[src/rtl/sram_line_fetcher.sv]
// -----------------------------------------------------------------------------
// sram_line_fetcher
//
// Purpose:
//   Fetches one display line of 16-bit words from the SRAM controller into a
//   ping-pong line buffer. The VGA draw engine reads the completed bank while
//   the next line is fetched into the other bank. This decouples the
//   fixed-rate pixel output from the variable-latency SRAM read path.
//
// Ports:
//   Clk          in   system clock, all logic on posedge
//   Reset        in   asynchronous, active-high reset
//   line_start   in   one-cycle pulse: begin fetching line line_num
//   line_num     in   [8:0] line index, sampled when line_start=1
//   mem_req      out  read request to sram_controller
//   mem_addr     out  [ADDR_W-1:0] word address of the current request
//   mem_ack      in   one-cycle pulse: mem_rdata valid, request consumed
//   mem_rdata    in   [15:0] read data from sram_controller
//   rd_idx       in   [5:0] word index into the display bank
//   rd_data      out  [15:0] registered word from the display bank
//   busy         out  fetch in progress
//   line_done    out  one-cycle pulse: all words of the line written
//   overrun      out  sticky: a line was aborted before completion
//   clr_overrun  in   clears overrun (a simultaneous set wins)
//   state_dbg    out  [1:0] current FSM state (0=IDLE, 1=FETCH, 2=DONE)
//
// Memory handshake (valid/ready semantics):
//   mem_req acts as "valid" for the request held on mem_addr; mem_ack is the
//   single-cycle "ready + data" response. A request is consumed only on the
//   cycle where mem_req=1 and mem_ack=1. mem_addr is stable while mem_req=1
//   and changes only on the cycle after an ack or on a restart, so at most
//   one request is ever outstanding. mem_ack while mem_req=0 is ignored.
// -----------------------------------------------------------------------------
module sram_line_fetcher #(
  parameter int                ADDR_W         = 20,
  parameter int                WORDS_PER_LINE = 40,
  parameter int                NUM_LINES      = 480,
  parameter logic [ADDR_W-1:0] BASE_ADDR      = '0
) (
  input  logic              Clk,
  input  logic              Reset,
  input  logic              line_start,
  input  logic [8:0]        line_num,
  output logic              mem_req,
  output logic [ADDR_W-1:0] mem_addr,
  input  logic              mem_ack,
  input  logic [15:0]       mem_rdata,
  input  logic [5:0]        rd_idx,
  output logic [15:0]       rd_data,
  output logic              busy,
  output logic              line_done,
  output logic              overrun,
  input  logic              clr_overrun,
  output logic [1:0]        state_dbg
);

  // Word counter width follows the read index port, which bounds the line
  // length at 64 words.
  localparam int         CNT_W    = 6;
  localparam logic [CNT_W-1:0] LAST_CNT = CNT_W'(WORDS_PER_LINE - 1);

  typedef enum logic [1:0] {
    ST_IDLE  = 2'd0,
    ST_FETCH = 2'd1,
    ST_DONE  = 2'd2
  } state_t;

  // ---------------------------------------------------------------------------
  // State registers
  // ---------------------------------------------------------------------------
  state_t            state_q, state_d;
  logic [ADDR_W-1:0] mem_addr_q, mem_addr_d;
  logic [CNT_W-1:0]  word_cnt_q, word_cnt_d;
  logic              wr_bank_q, wr_bank_d;
  logic              overrun_q, overrun_d;
  logic [15:0]       rd_data_q;

  // Line buffer banks; contents are intentionally not reset.
  logic [15:0]       bank0_mem [WORDS_PER_LINE];
  logic [15:0]       bank1_mem [WORDS_PER_LINE];

  // ---------------------------------------------------------------------------
  // Line-start qualification and start address
  // ---------------------------------------------------------------------------
  logic              line_ok;
  logic              accept;
  logic [ADDR_W-1:0] start_addr;
  logic              wr_en;

  // Out-of-range line numbers are dropped with no side effects at all.
  assign line_ok = ({23'd0, line_num} < 32'(NUM_LINES));
  assign accept  = line_start && line_ok;

  // Arithmetic modulo 2^ADDR_W gives the same result as computing at full
  // width and truncating, so the sum is formed directly at ADDR_W bits.
  assign start_addr = BASE_ADDR
                    + (ADDR_W'(line_num) * ADDR_W'(WORDS_PER_LINE));

  // ---------------------------------------------------------------------------
  // FSM: state register
  // ---------------------------------------------------------------------------
  always_ff @(posedge Clk or posedge Reset) begin
    if (Reset) begin
      state_q    <= ST_IDLE;
      mem_addr_q <= '0;
      word_cnt_q <= '0;
      wr_bank_q  <= 1'b0;
      overrun_q  <= 1'b0;
    end else begin
      state_q    <= state_d;
      mem_addr_q <= mem_addr_d;
      word_cnt_q <= word_cnt_d;
      wr_bank_q  <= wr_bank_d;
      overrun_q  <= overrun_d;
    end
  end

  // ---------------------------------------------------------------------------
  // FSM: next-state logic
  // ---------------------------------------------------------------------------
  always_comb begin
    state_d    = state_q;
    mem_addr_d = mem_addr_q;
    word_cnt_d = word_cnt_q;
    overrun_d  = overrun_q;
    wr_en      = 1'b0;

    // Every accepted line start flips the banks, whatever the state.
    wr_bank_d  = wr_bank_q ^ accept;

    // Sticky overrun: a restart during FETCH sets it, and a set in the same
    // cycle as a clear takes priority.
    if (accept && (state_q == ST_FETCH)) begin
      overrun_d = 1'b1;
    end else if (clr_overrun) begin
      overrun_d = 1'b0;
    end

    unique case (state_q)
      ST_IDLE: begin
        if (accept) begin
          mem_addr_d = start_addr;
          word_cnt_d = '0;
          state_d    = ST_FETCH;
        end
      end

      ST_FETCH: begin
        if (accept) begin
          // Abort the current line. Any ack in this cycle belongs to the
          // aborted line and its data is dropped.
          mem_addr_d = start_addr;
          word_cnt_d = '0;
        end else if (mem_ack) begin
          wr_en = 1'b1;
          if (word_cnt_q == LAST_CNT) begin
            state_d = ST_DONE;
          end else begin
            word_cnt_d = word_cnt_q + 1'b1;
            mem_addr_d = mem_addr_q + 1'b1;
          end
        end
      end

      ST_DONE: begin
        // line_done still pulses here; a new line may start immediately.
        if (accept) begin
          mem_addr_d = start_addr;
          word_cnt_d = '0;
          state_d    = ST_FETCH;
        end else begin
          state_d    = ST_IDLE;
        end
      end

      default: begin
        state_d = ST_IDLE;
      end
    endcase
  end

  // ---------------------------------------------------------------------------
  // Line buffer write port (fetch side, bank wr_bank)
  // ---------------------------------------------------------------------------
  always_ff @(posedge Clk) begin
    if (wr_en) begin
      if (wr_bank_q) begin
        bank1_mem[word_cnt_q] <= mem_rdata;
      end else begin
        bank0_mem[word_cnt_q] <= mem_rdata;
      end
    end
  end

  // ---------------------------------------------------------------------------
  // Line buffer read port (display side, bank ~wr_bank)
  // ---------------------------------------------------------------------------
  logic        rd_in_range;
  logic [15:0] rd_word;

  assign rd_in_range = ({26'd0, rd_idx} < 32'(WORDS_PER_LINE));

  always_comb begin
    rd_word = 16'h0000;
    if (rd_in_range) begin
      rd_word = wr_bank_q ? bank0_mem[rd_idx] : bank1_mem[rd_idx];
    end
  end

  always_ff @(posedge Clk or posedge Reset) begin
    if (Reset) begin
      rd_data_q <= 16'h0000;
    end else begin
      rd_data_q <= rd_word;
    end
  end

  // ---------------------------------------------------------------------------
  // Outputs. Status flags decode straight from the state register so that an
  // asynchronous reset drops mem_req and busy immediately.
  // ---------------------------------------------------------------------------
  assign mem_req   = (state_q == ST_FETCH);
  assign busy      = (state_q == ST_FETCH);
  assign line_done = (state_q == ST_DONE);
  assign mem_addr  = mem_addr_q;
  assign overrun   = overrun_q;
  assign rd_data   = rd_data_q;
  assign state_dbg = state_q;

endmodule

[config.mk]
export PLATFORM = sky130hd
export DESIGN_NAME = sram_line_fetcher
export DESIGN_NICKNAME = d
export VERILOG_FILES = /design/src/rtl/sram_line_fetcher.sv
export SDC_FILE = /design/constraint.sdc
export NUM_CORES = 1
export LEC_CHECK = 0
export CORE_MARGIN = 8
export CORE_UTILIZATION = 42
export DETAILED_ROUTE_END_ITERATION = 16
export PLACE_DENSITY_LB_ADDON = 0.05
export SETUP_SLACK_MARGIN = 0.15
export SLEW_MARGIN = 20
export SYNTH_ARGS = -nofsm -noshare
export SYNTH_HDL_FRONTEND = slang
export SYNTH_SLANG_ARGS = --single-unit
[constraint.sdc]
create_clock -name Clk -period 3.3 [get_ports Clk]
set_input_delay 0.33 -clock Clk [delete_from_list [all_inputs] [get_ports Clk]]
set_output_delay 0.33 -clock Clk [all_outputs]
set_load 0.02 [all_outputs]
==> results.md, run 1 <==
- The first detailed-routing pass ran for 5 iterations.
- The initial cell density of the core is 0.421.
- The first global-routing pass estimated between 200000 and 250000 µm of wire.
- The startpoint identified for the worst hold timing path is mem_rdata[1].
- Yosys mapped a number of flops with a built-in enable equal to 1280.
- The worst ir drop on vdd is 0.000526 V.
- After layout, the worst setup slack is 659 ps.
- The max-slew violation count is 0.
- The number of different library cells in the post-synthesis netlist is 64.
- The category of the worst setup path capture point is a flip-flop.
- STA classifies the critical path startpoint as a flip-flop.
- The met2 capacity usage during global routing is 0.343.
- The finished layout holds 4577 standard cells, fillers aside.
- The number of H-tree branching levels is 4.
- Counting flops with an async set or reset pin after synthesis yields a share of 0.0347.
- The leading cell type in the layout, fill and taps excluded is sky130_fd_sc_hd__edfxtp_1.
- The run finished with clean final reports.
- Compared with the post-synthesis result, the final layout area differs by 17.7%.
- The number of antenna violations at the first check in global routing was 7.
- The first routing iteration left around 2300 violations.
- The final clock skew is ~19 ps.
- The most common flop cell mapped by yosys is sky130_fd_sc_hd__edfxtp_1.
- The required time of the critical path is 3760 ps.
- For this run, global-route usage on met1 was measured as 0.300.
- Entering global routing, the biggest net connects 81 pins.
- Buffers inserted to repair hold after CTS numbered 2.
- 78 I/O pins were placed.
- Summing every instance area after synthesis gives 0.0518 mm².
- The most critical setup path has its startpoint at state_dbg[0].
- The worst-case clock buffer depth is 3.
- The kind of critical path is reg -> reg.
- At the end of routability-driven placement, the weighted congestion stood at 0.836.
- The number of resized instances in the post-cts repair step is 0.
- The clock reaches the later pin of the worst-skew pair after 760 ps.
- The relative max-transition margin is 0.264.
- The number of hold violations in the final report is 0.
- The number of port buffers is 77.
- Yosys printed 0 warnings.
- The die is roughly 370 µm wide.
- The layer flagged by global routing as most heavily used is met2.
- The clock sink count is 1326.
- The number of maximum-capacitance constraint violations is 0.
- Along the worst path, the maximum fanout reaches 14.
- The arrival time of the worst setup path is 3100 ps.
- In the routed design, unresolved DRC markers number 0.
- Of the cells placed in the final design, the portion with a size suffix greater than 1 is 0.288.
- The startpoint identified for the worst register-to-register timing path is state_dbg[0].
- The pre-CTS setup slack is 168 ps.
- The clock tree from TritonCTS is built.
- The clock transition at the registers of the reported paths is 50 ps.
- The met3 demand-to-capacity share in global routing is 0.0375.
- The CTS buffer count is 144.
- The wire length after detailed routing is about 140000 µm.
- The CTS root buffer is sky130_fd_sc_hd__clkbuf_16.
- The sum of net half-perimeters after detailed placement is 90400 µm.
- The post-detailed-route wirelength per cell is 31.4 µm.
- The leakage component of the power is 19.8 nW.
- In this run the core area contains 129 standard-cell rows.
- The library cells used most frequently in the layout, excluding fill and tap cells, are sky130_fd_sc_hd__edfxtp_1, sky130_fd_sc_hd__mux4_2, sky130_fd_sc_hd__buf_4.
- The post-route clock period utilization is 0.800.
- For the final routed database, the setup TNS stands at 0 ps.
- The cell total after placement is 4303.
- The number of global-route vias before repair came to 26774.
- The slew at the pin closest to its max-slew limit is 1100 ps.
- The power per standard cell area is 614 mW/mm².
- The final net count is 2869.
- Setup violations remaining at the end of the flow were counted as 0.
- The detailed router placed ~26000 vias in this run.
- The number of vias per cell is roughly 5.7.
- Static timing analysis puts the maximum clock frequency at roughly 380 MHz.
- Setup repair after global routing left no endpoint under its margin.
- The synthesized net count is 2515.
- The tightest min-delay check is of the in -> reg type.
- The die span in y is 367 µm.
- The design draws 0.0375 W.
- The cell count after synthesis came out at 2462.
- The area enclosed by the die boundary is 0.135 mm².
- The worst path needs ~2600 ps of the cycle, external delays included.
- The core box area is around 0.12 mm².
- The post-synthesis average cell area is between 20 and 25 µm².
- In this run, synthesis produced a sequential element count of 1326.
- After clock tree synthesis, the setup repair step added 0 buffers.
- For this run, the total global-route usage over all layers was measured as 0.211.
- The total global routing overflow is 0.
- The number of routed nets with antenna violations is 0.
- For this run, the register share of the synthesized area comes to 0.764.
-- power by group --
group          total (W)  switching, W  internal [W]
clock network     0.0156       0.00652       0.00910
registers         0.0189      0.000200        0.0187
logic            0.00301       0.00191       0.00110
-- registers in the layout, summed over array words and instances, names as in the netlist --
register,cells
bank1_mem,640
word_cnt_q,6
bank0_mem,640
overrun,1
wr_bank_q,1
mem_addr,20
rd_data,16
state_dbg,2
-- critical path, cell delays in order (launching register included) --
cell                      delay (ps)
sky130_fd_sc_hd__dfrtp_1         440
sky130_fd_sc_hd__nor2b_1         330
sky130_fd_sc_hd__nand3_1         300
sky130_fd_sc_hd__nor2_1          280
sky130_fd_sc_hd__buf_12          180
sky130_fd_sc_hd__nand2_1         200
sky130_fd_sc_hd__nor2_1          390
sky130_fd_sc_hd__buf_12          220
-- metal layers --
layer  routed length [µm]  up-vias
met1                63000    14185
met5                   13        -
met4                 2450        2
met3                 8170      158
li1                     -    11023
met2                69900      819
-- cells by family (layout without fill, tap and decap cells) --
family | count (synthesis) | in the layout | share of synthesized area
flops | 1326 | 1326 | 0.764
mux | 415 | 415 | 0.156
simple gates | 298 | 298 | 0.0257
compound gates | 254 | 254 | 0.0317
buf+inv | 145 | 620 | 0.0174
fa+ha+maj | 17 | 17 | 0.00425
xor+xnor | 7 | 7 | 0.00118
other cells | 0 | 3 | 0
-- cell type report --
cell class	instances	area (µm²)
Clock inverter	63	564
Timing Repair Buffer	344	3350
Clock buffer	204	4040
Tap cell	1637	2050
Fill cell	9973	62100
Antenna cell	3	7.51
Multi-Input combinational cell	991	11400
Sequential cell	1326	39600
Inverter	9	33.8
-- cell usage after synthesis (8+ instances only) --
library cell | instances | area [µm²]
sky130_fd_sc_hd__clkbuf_1 | 44 | 165
sky130_fd_sc_hd__nor2b_1 | 14 | 87.6
sky130_fd_sc_hd__edfxtp_1 | 1280 | 38400
sky130_fd_sc_hd__and3_1 | 8 | 50.1
sky130_fd_sc_hd__inv_1 | 9 | 33.8
sky130_fd_sc_hd__o22ai_1 | 26 | 163
sky130_fd_sc_hd__buf_4 | 23 | 173
sky130_fd_sc_hd__ha_1 | 16 | 200
sky130_fd_sc_hd__dfrtp_1 | 46 | 1150
sky130_fd_sc_hd__mux2_2 | 20 | 225
sky130_fd_sc_hd__a22oi_1 | 20 | 150
sky130_fd_sc_hd__buf_6 | 15 | 169
sky130_fd_sc_hd__buf_1 | 8 | 30.0
sky130_fd_sc_hd__nand2_1 | 85 | 319
sky130_fd_sc_hd__mux4_2 | 307 | 6910
sky130_fd_sc_hd__mux2i_1 | 84 | 841
sky130_fd_sc_hd__a211oi_1 | 23 | 173
sky130_fd_sc_hd__a21oi_1 | 66 | 330
sky130_fd_sc_hd__nand3_1 | 24 | 120
sky130_fd_sc_hd__o21ai_0 | 48 | 240
sky130_fd_sc_hd__a31oi_1 | 9 | 56.3
sky130_fd_sc_hd__nor3_1 | 12 | 60.1
sky130_fd_sc_hd__a221oi_1 | 12 | 105
sky130_fd_sc_hd__nor2_1 | 119 | 447
sky130_fd_sc_hd__a22o_1 | 8 | 70.1
sky130_fd_sc_hd__buf_2 | 39 | 195
-- per-stage QoR --
stage | util | hold slack (ps) | instance area, µm²
2_1_floorplan | - | 429 | 51800
3_3_place_gp | 0.458 | 508 | 56400
3_5_place_dp | 0.458 | 516 | 56400
4_1_cts | 0.495 | 39.0 | 61000
5_1_grt | 0.496 | 39.1 | 61000
6_report | 0.496 | 54.8 | 61000
-- worst paths after layout --
path	cells after the start	slack, ps	endpoint
worst max-delay path	7	660	bank0_mem[23][0]
worst min-delay path	1	50	bank0_mem[16][1]
worst max register to register	7	660	bank0_mem[23][0]
worst min register to register	1	520	overrun
max in group asynchronous	3	2280	rd_data[4]
min in group asynchronous	2	90	mem_addr[3]
(Power assumes the default switching activity.)
==> inputs of run 2 (changes only) <==
==> constraint.sdc (replaced) <==
create_clock -name Clk -period 2.2 [get_ports Clk]
set_input_delay 0.22 -clock Clk [delete_from_list [all_inputs] [get_ports Clk]]
set_output_delay 0.22 -clock Clk [all_outputs]
set_load 0.02 [all_outputs]
==> results.md, run 2 (same netlist as run 1, synthesis figures left out) <==
- The number of non-filler instances in the completed layout is 4750 (+3.8%).
- The CTS buffer count came to 140 (-2.8%).
- The leakage component of the power is 21.1 nW (+6.6%).
- The clock tree from TritonCTS is built.
- Leaving out fill and tap cells, the most frequent cells in the layout are sky130_fd_sc_hd__edfxtp_1, sky130_fd_sc_hd__mux4_2, sky130_fd_sc_hd__buf_4.
- The number of gates on the worst path with buffers counted was 8 (+1).
- The number of hold violations in the final report is 0 (unchanged).
- The DRC violations left is 0 (unchanged).
- The number of vias per cell is 5.66 (-0.99%).
- The slowest stage cell on the critical path is sky130_fd_sc_hd__mux4_2.
- The number of H-tree branching levels was 4 (unchanged).
- The post-detailed-route wirelength per cell was 30.8 µm (-1.7%).
- The startpoint of the worst setup timing path is bank0_mem[19][10].
- The path type of the worst min-delay path is in -> reg.
- Compared with the post-synthesis result, the final layout area differs by 23.7%.
- The maximum net fanout on the critical path is 1 (-13).
- The final reports fail on setup timing.
- The shortest clock period the worst path allows after layout is 2230 ps (-407 ps).
- The worst-case reg-to-reg path depth came to 8 (+1).
- The required time of the critical path is 2860 ps (-900 ps).
- The clock sink count came to 1326 (unchanged).
- The number of placement rows is 129 (unchanged).
- The worst-case clock buffer depth came to 3 (unchanged).
- The number of antenna violations at the first check in global routing was 10 (+3).
- The relative max-transition margin is 0.375 (+0.110).
- In this run the critical register-to-register path is launched from bank0_mem[19][10].
- The type of element launching the critical path is a flip-flop.
- The number of global-route vias before repair is 27463 (+2.6%).
- The category of the worst setup path capture point is a flip-flop.
- The top-level port count came to 78 (unchanged).
- The worst reg2reg path endpoint is rd_data[10].
- The final clock skew came to 26.9 ps (+8.36 ps).
- The number of DRC markers in iteration 0 is 2963 (+30%).
- The CTS root buffer is sky130_fd_sc_hd__clkbuf_16.
- The final core utilization came to 0.521 (+0.0252).
- The worst path buffer plus inverter count was 2 (unchanged).
- The final-report setup violation count is 1 (+1).
- The clock transition at the registers of the reported paths came to 60 ps (about the same).
- The final net count was 3049 (+6.3%).
- The maximum clock rate was 448 MHz (+18%).
- The slew at the pin closest to its max-slew limit is 928 ps (-175 ps).
- The worst setup path is of the reg -> reg kind.
- The area enclosed by the die boundary is 0.135 mm² (unchanged).
- The max-slew violation count is 0 (unchanged).
- The die span in y is 367 µm (unchanged).
- The arrival time of the worst setup path is 2890 ps (-210 ps).
- The overall global routing resource usage is 0.215 (+0.00372).
- The number of routed nets with antenna violations is 0 (unchanged).
- The number of detailed-routing iterations run before antenna repair is 7 (+2).
- The worst ir drop on vdd was 0.000832 V (+58%).
- The initial cell density of the core is 0.421 (unchanged).
- The clock latency reported for the late side of the worst-skew pair is 770 ps (about the same).
- The post-route clock period utilization is 1.02 (+0.215).
- The cell total after placement is 4468 (+3.8%).
- The register-to-register path setup slack is -30 ps (-690 ps).
- The peak per-stage delay on the critical path is 490 ps (+50 ps).
- The run finished, with violations left.
- The post-route worst hold slack came to 49.8 ps (-5.06 ps).
- The core box area was 0.123 mm² (unchanged).
- The via count of the routed design is 26907 (+2.7%).
- The sum of net half-perimeters after detailed placement is 94300 µm (+4.3%).
- The total global routing overflow was 0 (unchanged).
- Walking the worst path, the cells encountered are mux4_2 > nor2b_4 > a2111oi_4 > a31oi_2 > buf_4 > a31oi_4 > o22ai_2 > buf_6.
- The leading cell type in the layout, fill and taps excluded is sky130_fd_sc_hd__edfxtp_1.
- The pre-CTS setup slack is -1220 ps (-1390 ps).
- The largest net degree at the start of global routing is 81 (unchanged).
- The number of port buffers is 77 (unchanged).
- The weighted congestion at the end of routability-driven global placement is 0.846 (+1.2%).
- Setup repair after global routing could not meet its margin everywhere.
- The wire length after detailed routing came to 146000 µm (+2.0%).
- The wire length of the first global-routing pass is 208000 µm (+1.9%).
- The power per standard cell area is 881 mW/mm² (+43%).
- The cell family contributing the most delay on the critical path is compound AO/OA/AOI/OAI gates.
- The number of maximum-capacitance constraint violations is 0 (unchanged).
- The final sum of negative setup slack was -33.9 ps (-33.9 ps).
- The most critical setup path has its endpoint at rd_data[10].
- The least setup slack across all paths after layout came to -33.9 ps (-693 ps).
- The die width is 367 µm (unchanged).
- The proportion of layout cells with a drive suffix above 1 was 0.368 (+0.0797).
-- run 2: changes by cell type in the layout (fill, tap and decap cells not counted), sizes merged, moves of 11 or more --
cell	previous run	this run
buf	287	456
clkbuf	204	180
clkdlybuf4s50	55	22
clkinv	49	65
dlygate4sd2	0	30
dlygate4sd3	2	13
-- run 2: worst register-to-register path: stages (launching register included) --
cell and delay (ps):
sky130_fd_sc_hd__edfxtp_1 370, sky130_fd_sc_hd__mux4_2 490, sky130_fd_sc_hd__nor2b_4 170, sky130_fd_sc_hd__a2111oi_4 390
sky130_fd_sc_hd__a31oi_2 170, sky130_fd_sc_hd__buf_4 190, sky130_fd_sc_hd__a31oi_4 140, sky130_fd_sc_hd__o22ai_2 100
sky130_fd_sc_hd__buf_6 140
-- run 2: through the flow --
step,total power (W),instance area (µm²)
3_3_place_gp,0.0339,59000
4_1_cts,0.0570,63800
5_1_grt,0.0583,64100
2_1_floorplan,0.0309,52300
6_report,0.0565,64100
3_5_place_dp,0.0340,59000
-- run 2: how the worst min path moves through the flow --
stage | start | endpoint | slack [ps] | depth (start not counted)
2_1_floorplan | mem_rdata[0] | bank0_mem[0][0] | 320 | 0
3_3_place_gp | overrun | overrun | 510 | 1
6_report | mem_rdata[8] | bank0_mem[18][8] | 50 | 1
4_1_cts | mem_rdata[8] | bank0_mem[16][8] | 10 | 1
5_1_grt | mem_rdata[12] | bank0_mem[16][12] | 30 | 1
3_5_place_dp | mem_addr[1] | mem_addr[1] | 510 | 2
-- run 2: cell type report --
cell class,count,area [µm²]
Clock inverter,82,731
Fill cell,9712,59000
Tap cell,1637,2050
Inverter,9,33.8
Sequential cell,1326,39600
Timing Repair Buffer,528,5810
Clock buffer,175,3740
Antenna cell,2,5.00
Multi-Input combinational cell,991,12200
-- run 2: per-layer routing --
layer,wire [µm],GRT usage
met5,0,0
met4,2930,0.0546
met3,9500,0.0400
met2,67600,0.325
met1,66400,0.321
-- run 2: power by group --
group          total, W  internal [W]  switching [W]
Clock            0.0230        0.0132        0.00982
Sequential       0.0282        0.0280       0.000262
Combinational   0.00525       0.00207        0.00319
-- run 2: repair_timing --
| item | 4_1_cts | 5_1_grt |
|---|---|---|
| hold buffers | 13 | 0 |
| endpoints found under the hold margin | 414 | 0 |
| pin swaps | 12 | 13 |
| cloned | 1 | 4 |
| setup endpoints to repair | 446 | 201 |
| gates resized for setup | 73 | 53 |
| setup buffers | 3 | 2 |
==> RTL edit 1, RTL diff (settings of run 2) <==
Change the parameter `ADDR_W` from 20 to 10.
--- a/src/rtl/sram_line_fetcher.sv
+++ b/src/rtl/sram_line_fetcher.sv
@@ -32,7 +32,7 @@
 //   one request is ever outstanding. mem_ack while mem_req=0 is ignored.
 // -----------------------------------------------------------------------------
 module sram_line_fetcher #(
-  parameter int                ADDR_W         = 20,
+  parameter int                ADDR_W         = 10,
   parameter int                WORDS_PER_LINE = 40,
   parameter int                NUM_LINES      = 480,
   parameter logic [ADDR_W-1:0] BASE_ADDR      = '0
Interface: changed (resized mem_addr); port bits go from 78 to 68. The function was not compared with the original's and may differ.
==> RTL edit 1 against run 2 <==
Final area is 2.2% lower. Hold slack worse by 0.016 ns. Worst setup slack better by 0.19 ns. Cell count is 4.1% lower. Sequential cell count decreased by 10. Total power decreased by 1.3%. Synthesized area shrank 1.8%. Critical endpoint is now rd_data[9]. Wire length fell by 3.7%.
==> RTL edit 1: results (changes against run 2) <==
Synth
  – Commonest cells in the netlist: edfxtp_1 (1,280), mux4_2 (318), nor2_1 (123), mux2i_1 (72), nand2_1 (59)
  – Post-synthesis async set-or-reset flop share: 2.74% (-0.73 points)
  – Sequential fraction of the synthesis area: 77.2% (+0.87 points)
  – XOR/XNOR share of the synthesized area: 0.0860% (-0.032 points)
  – Library cells used by synthesis: 62 (-3.1%)
  – Area contributors post-synth: edfxtp_1 (75%), mux4_2 (14%), dfrtp_1 (1.8%)
  – Synth Area in Adders: 0.260% (-0.16 points)
  – Post-synthesis net count: 2,384 (-5.2%)
  – Post-Synthesis Cells: 2,338 (-5.0%)
  – Synth warnings: 0 (unchanged)

Layout
  – Cell Count, Final, Fillers Out: 4,556 (-4.1%)
  – Share of cells above drive strength 1: 36.3% (-0.44 points)
  – Layout fillers: 9,577 (-1.4%)
  – Final nets: 2,870 (-5.9%)

Place
  – Port bufs: 67 (-13%)
  – Area after DPL: 57,900 um^2 (-2.0%)
  – Dpl ws: -0.802 ns (+0.419 ns)
  – DPL Wire Length: 90,600 um (-3.9%)
  – Inst Count DP: 4,278 (-4.3%)
  – Final GP Congestion: 0.782 (-7.5%)

Timing
  – Clock Skews: 0.0161 ns (-0.0108 ns)
  – Max transition margin: 31.4% (-6.1 points)
  – Min Hold Slack: 0.0342 ns (-0.0156 ns)
  – Fmax: 0.489 GHz (+9.2%)

Pwr
  – Gate power share: 8.1% (-1.2 points)
  – Leakage: 20.4 nW (-3.5%)
  – VDD IR max: 0.000755 V (-9.2%)
  – Total net switching power: 12.7 mW (-4.0%)
  – PwrDens: 890 nW/um^2 (+0.94%)

Hold path
  – Worst hold start: mem_rdata[7]
  – Worst Hold Path EP: bank1_mem[25][7]
  – Hold Crit Depth: 2 (+1)

Worst setup path
  – Worst setup path endpoint: rd_data[9]
  – Cells on worst reg2reg path: 6 (-2)
  – Crit path launch: bank0_mem[15][9]
  – R2R Setup Slk: 0.15 ns (+0.19 ns)
  – Crit path DAT: 2.66 ns (-0.23 ns)

Detailed routing
  – Initial DRC count: 2,678 (-9.6%)
  – First drt pass iteration count: 5 (-2)
  – Vias: 26,025 (-3.3%)
  – Final WL: 141,000 um (-3.7%)

Global routing
  – Gr usage total: 21.4% (-0.028 points)
  – Vias in the first global route: 27,235 (-0.83%)
  – Initial antenna violation count: 7 (-3)
  – First-pass GRT wire length: 203,000 um (-2.4%)

CTS
  – Hold buffers post-CTS: 10 (-3)
  – # resized after CTS: 57 (-22%)
  – TritonCTS buffer count: 142 (+1.4%)
  – Max clock buf depth: 3 (unchanged)
  – Later-pin clock latency in the skew report: 0.74 ns (-0.03 ns)
  – Post-CTS Setup Inserts: 0 (-3)

Outcome
  – Status: completed
[RTL edit 1: final cells by class]
type | count | area, um^2 | area share [%]
antenna | 7 | 17.5 | 0.0279
clock buffer | 174 | 3720 | 5.94
clock inverter | 83 | 785 | 1.25
inverter | 11 | 43.8 | 0.0698
multi-input combinational | 887 | 11500 | 18.3
sequential | 1316 | 39300 | 62.7
tap | 1612 | 2020 | 3.22
timing repair buffer | 466 | 5300 | 8.45
[RTL edit 1: per-layer routing]
| metal | up-vias | track usage, % | routed length (um) |
|---|---|---|---|
| li1 | 10854 | - | - |
| met5 | - | 0 | 0 |
| met4 | 0 | 5.62 | 3580 |
| met2 | 831 | 34.6 | 67700 |
| met3 | 195 | 3.21 | 8200 |
| met1 | 14145 | 30.7 | 61600 |
[RTL edit 1: worst max-delay path, cell delays in order (launching register included)]
cell,delay (ns)
edfxtp_1,0.36
mux4_2,0.50
mux4_2,0.52
nor2_2,0.13
buf_6,0.14
a211oi_4,0.06
o32a_1,0.20
==> RTL edit 2, RTL diff (flow settings as in run 2) <==
Without the edit above. `mem_addr_q` no longer has a reset.
--- a/src/rtl/sram_line_fetcher.sv
+++ b/src/rtl/sram_line_fetcher.sv
@@ -102,17 +102,19 @@
   always_ff @(posedge Clk or posedge Reset) begin
     if (Reset) begin
       state_q    <= ST_IDLE;
-      mem_addr_q <= '0;
       word_cnt_q <= '0;
       wr_bank_q  <= 1'b0;
       overrun_q  <= 1'b0;
     end else begin
       state_q    <= state_d;
-      mem_addr_q <= mem_addr_d;
       word_cnt_q <= word_cnt_d;
       wr_bank_q  <= wr_bank_d;
       overrun_q  <= overrun_d;
     end
+  end
+
+  always_ff @(posedge Clk) begin
+    mem_addr_q <= mem_addr_d;
   end
 
   // ---------------------------------------------------------------------------
Behaviour: not the same (a bounded check fails within 4 cycles, from zero or initial values and one cycle with Reset high).
==> RTL edit 2 against run 2 <==
Final area rose by 0.73%. Synthesized area up 0.30%. Clock skew is 0.0072 ns higher. Worst setup slack better by 0.14 ns. Total power is 0.10% higher. Wire length fell by 3.9%. Sequential cell count unchanged. Cell count grew 1.2%.
==> RTL edit 2: results (changes against run 2) <==
CTS
  – # resized after CTS: 55 (-25%)
  – Post-CTS Setup Inserts: 0 (-3)

Global routing
  – Gr usage total: 20.7% (-0.74 points)
  – Met2 GRT Util: 33.8% (+1.3 points)
  – Initial antenna violation count: 8 (-2)
  – First-pass GRT wire length: 202,000 um (-2.7%)
  – Met3 usage: 4.69% (+0.69 points)
  – Vias in the first global route: 27,702 (+0.87%)

Worst setup path
  – Crit path DAT: 2.73 ns (-0.16 ns)

Pwr
  – VDD IR max: 0.000793 V (-4.6%)
  – Leakage: 21.5 nW (+1.9%)

Place
  – DPL Wire Length: 91,100 um (-3.4%)
  – Final GP Congestion: 0.890 (+5.2%)
  – Area after DPL: 59,700 um^2 (+1.1%)
  – Inst Count DP: 4,522 (+1.2%)

Layout
  – Share of cells above drive strength 1: 34.0% (-2.8 points)
  – Final nets: 3,103 (+1.8%)

Outcome
  – Status: completed

Synth
  – Sequential fraction of the synthesis area: 76.3% (about the same)
  – Post-synthesis net count: 2,554 (+1.6%)
  – Area contributors post-synth: edfxtp_1 (75%), mux4_2 (12%), mux2i_1 (3.7%)

Detailed routing
  – First drt pass iteration count: 8 (+1)
  – Final WL: 141,000 um (-3.9%)

Timing
  – Fin worst setup slack: 0.108 ns (+0.142 ns)
  – Clock Skews: 0.0342 ns (+0.00725 ns)
## RTL edit 2: cells by family after synthesis
kind of cell | Yosys count | synth area share, %
AND/OR/NAND/NOR | 307 | 2.67
XOR/XNOR | 28 | 0.472
flip-flops | 1326 | 76.3
buffers and inverters | 144 | 1.86
multiplexers | 479 | 15.7
AO/OA/AOI/OAI | 200 | 2.50
adder cells (fa/ha/maj) | 17 | 0.424
## RTL edit 2: final timing paths
path / start / to / depth (start not counted)
hold reg to reg: overrun / overrun / 2
hold / removal: mem_rdata[6] / bank0_mem[0][6] / 1
setup reg to reg: bank0_mem[7][2] / rd_data[2] / 5
max in group asynchronous: Reset / rd_data[10] / 4
min in group asynchronous: Reset / state_dbg[1] / 4
setup / recovery: bank0_mem[7][2] / rd_data[2] / 5
## RTL edit 2: worst max-delay path, cell delays in order (launching register included)
cell,delay (ns)
edfxtp_1,0.37
mux4_2,0.52
mux4_2,0.52
mux2_4,0.34
o21ai_2,0.14
a221oi_2,0.07
## RTL edit 2: area by class of cell
type                            instances  share of cell area (%)
Sequential cell                      1326                    61.4
Multi-Input combinational cell       1031                    19.0
Timing Repair Buffer                  532                    9.19
Clock buffer                          179                    5.84
Tap cell                             1637                    3.17
Clock inverter                         85                    1.30
Inverter                               14                  0.0833
Antenna cell                            1                 0.00387
## RTL edit 2: routing by layer
layer  vias up  routed length (um)
li1      11476                   -
met1     14217               59700
met2       703               68800
met3       196                8120
met4         4                4070
met5         -                 142
## RTL edit 2: report_power, final
| part | switching [mW] | internal, mW | total, mW | leakage, nW |
|---|---|---|---|---|
| registers | 0.217 | 28.0 | 28.2 | 12.0 |
| clock network | 9.96 | 13.6 | 23.6 | 2.26 |
| logic | 2.86 | 1.93 | 4.79 | 7.24 |
| total | 13.0 | 43.6 | 56.6 | 21.5 |
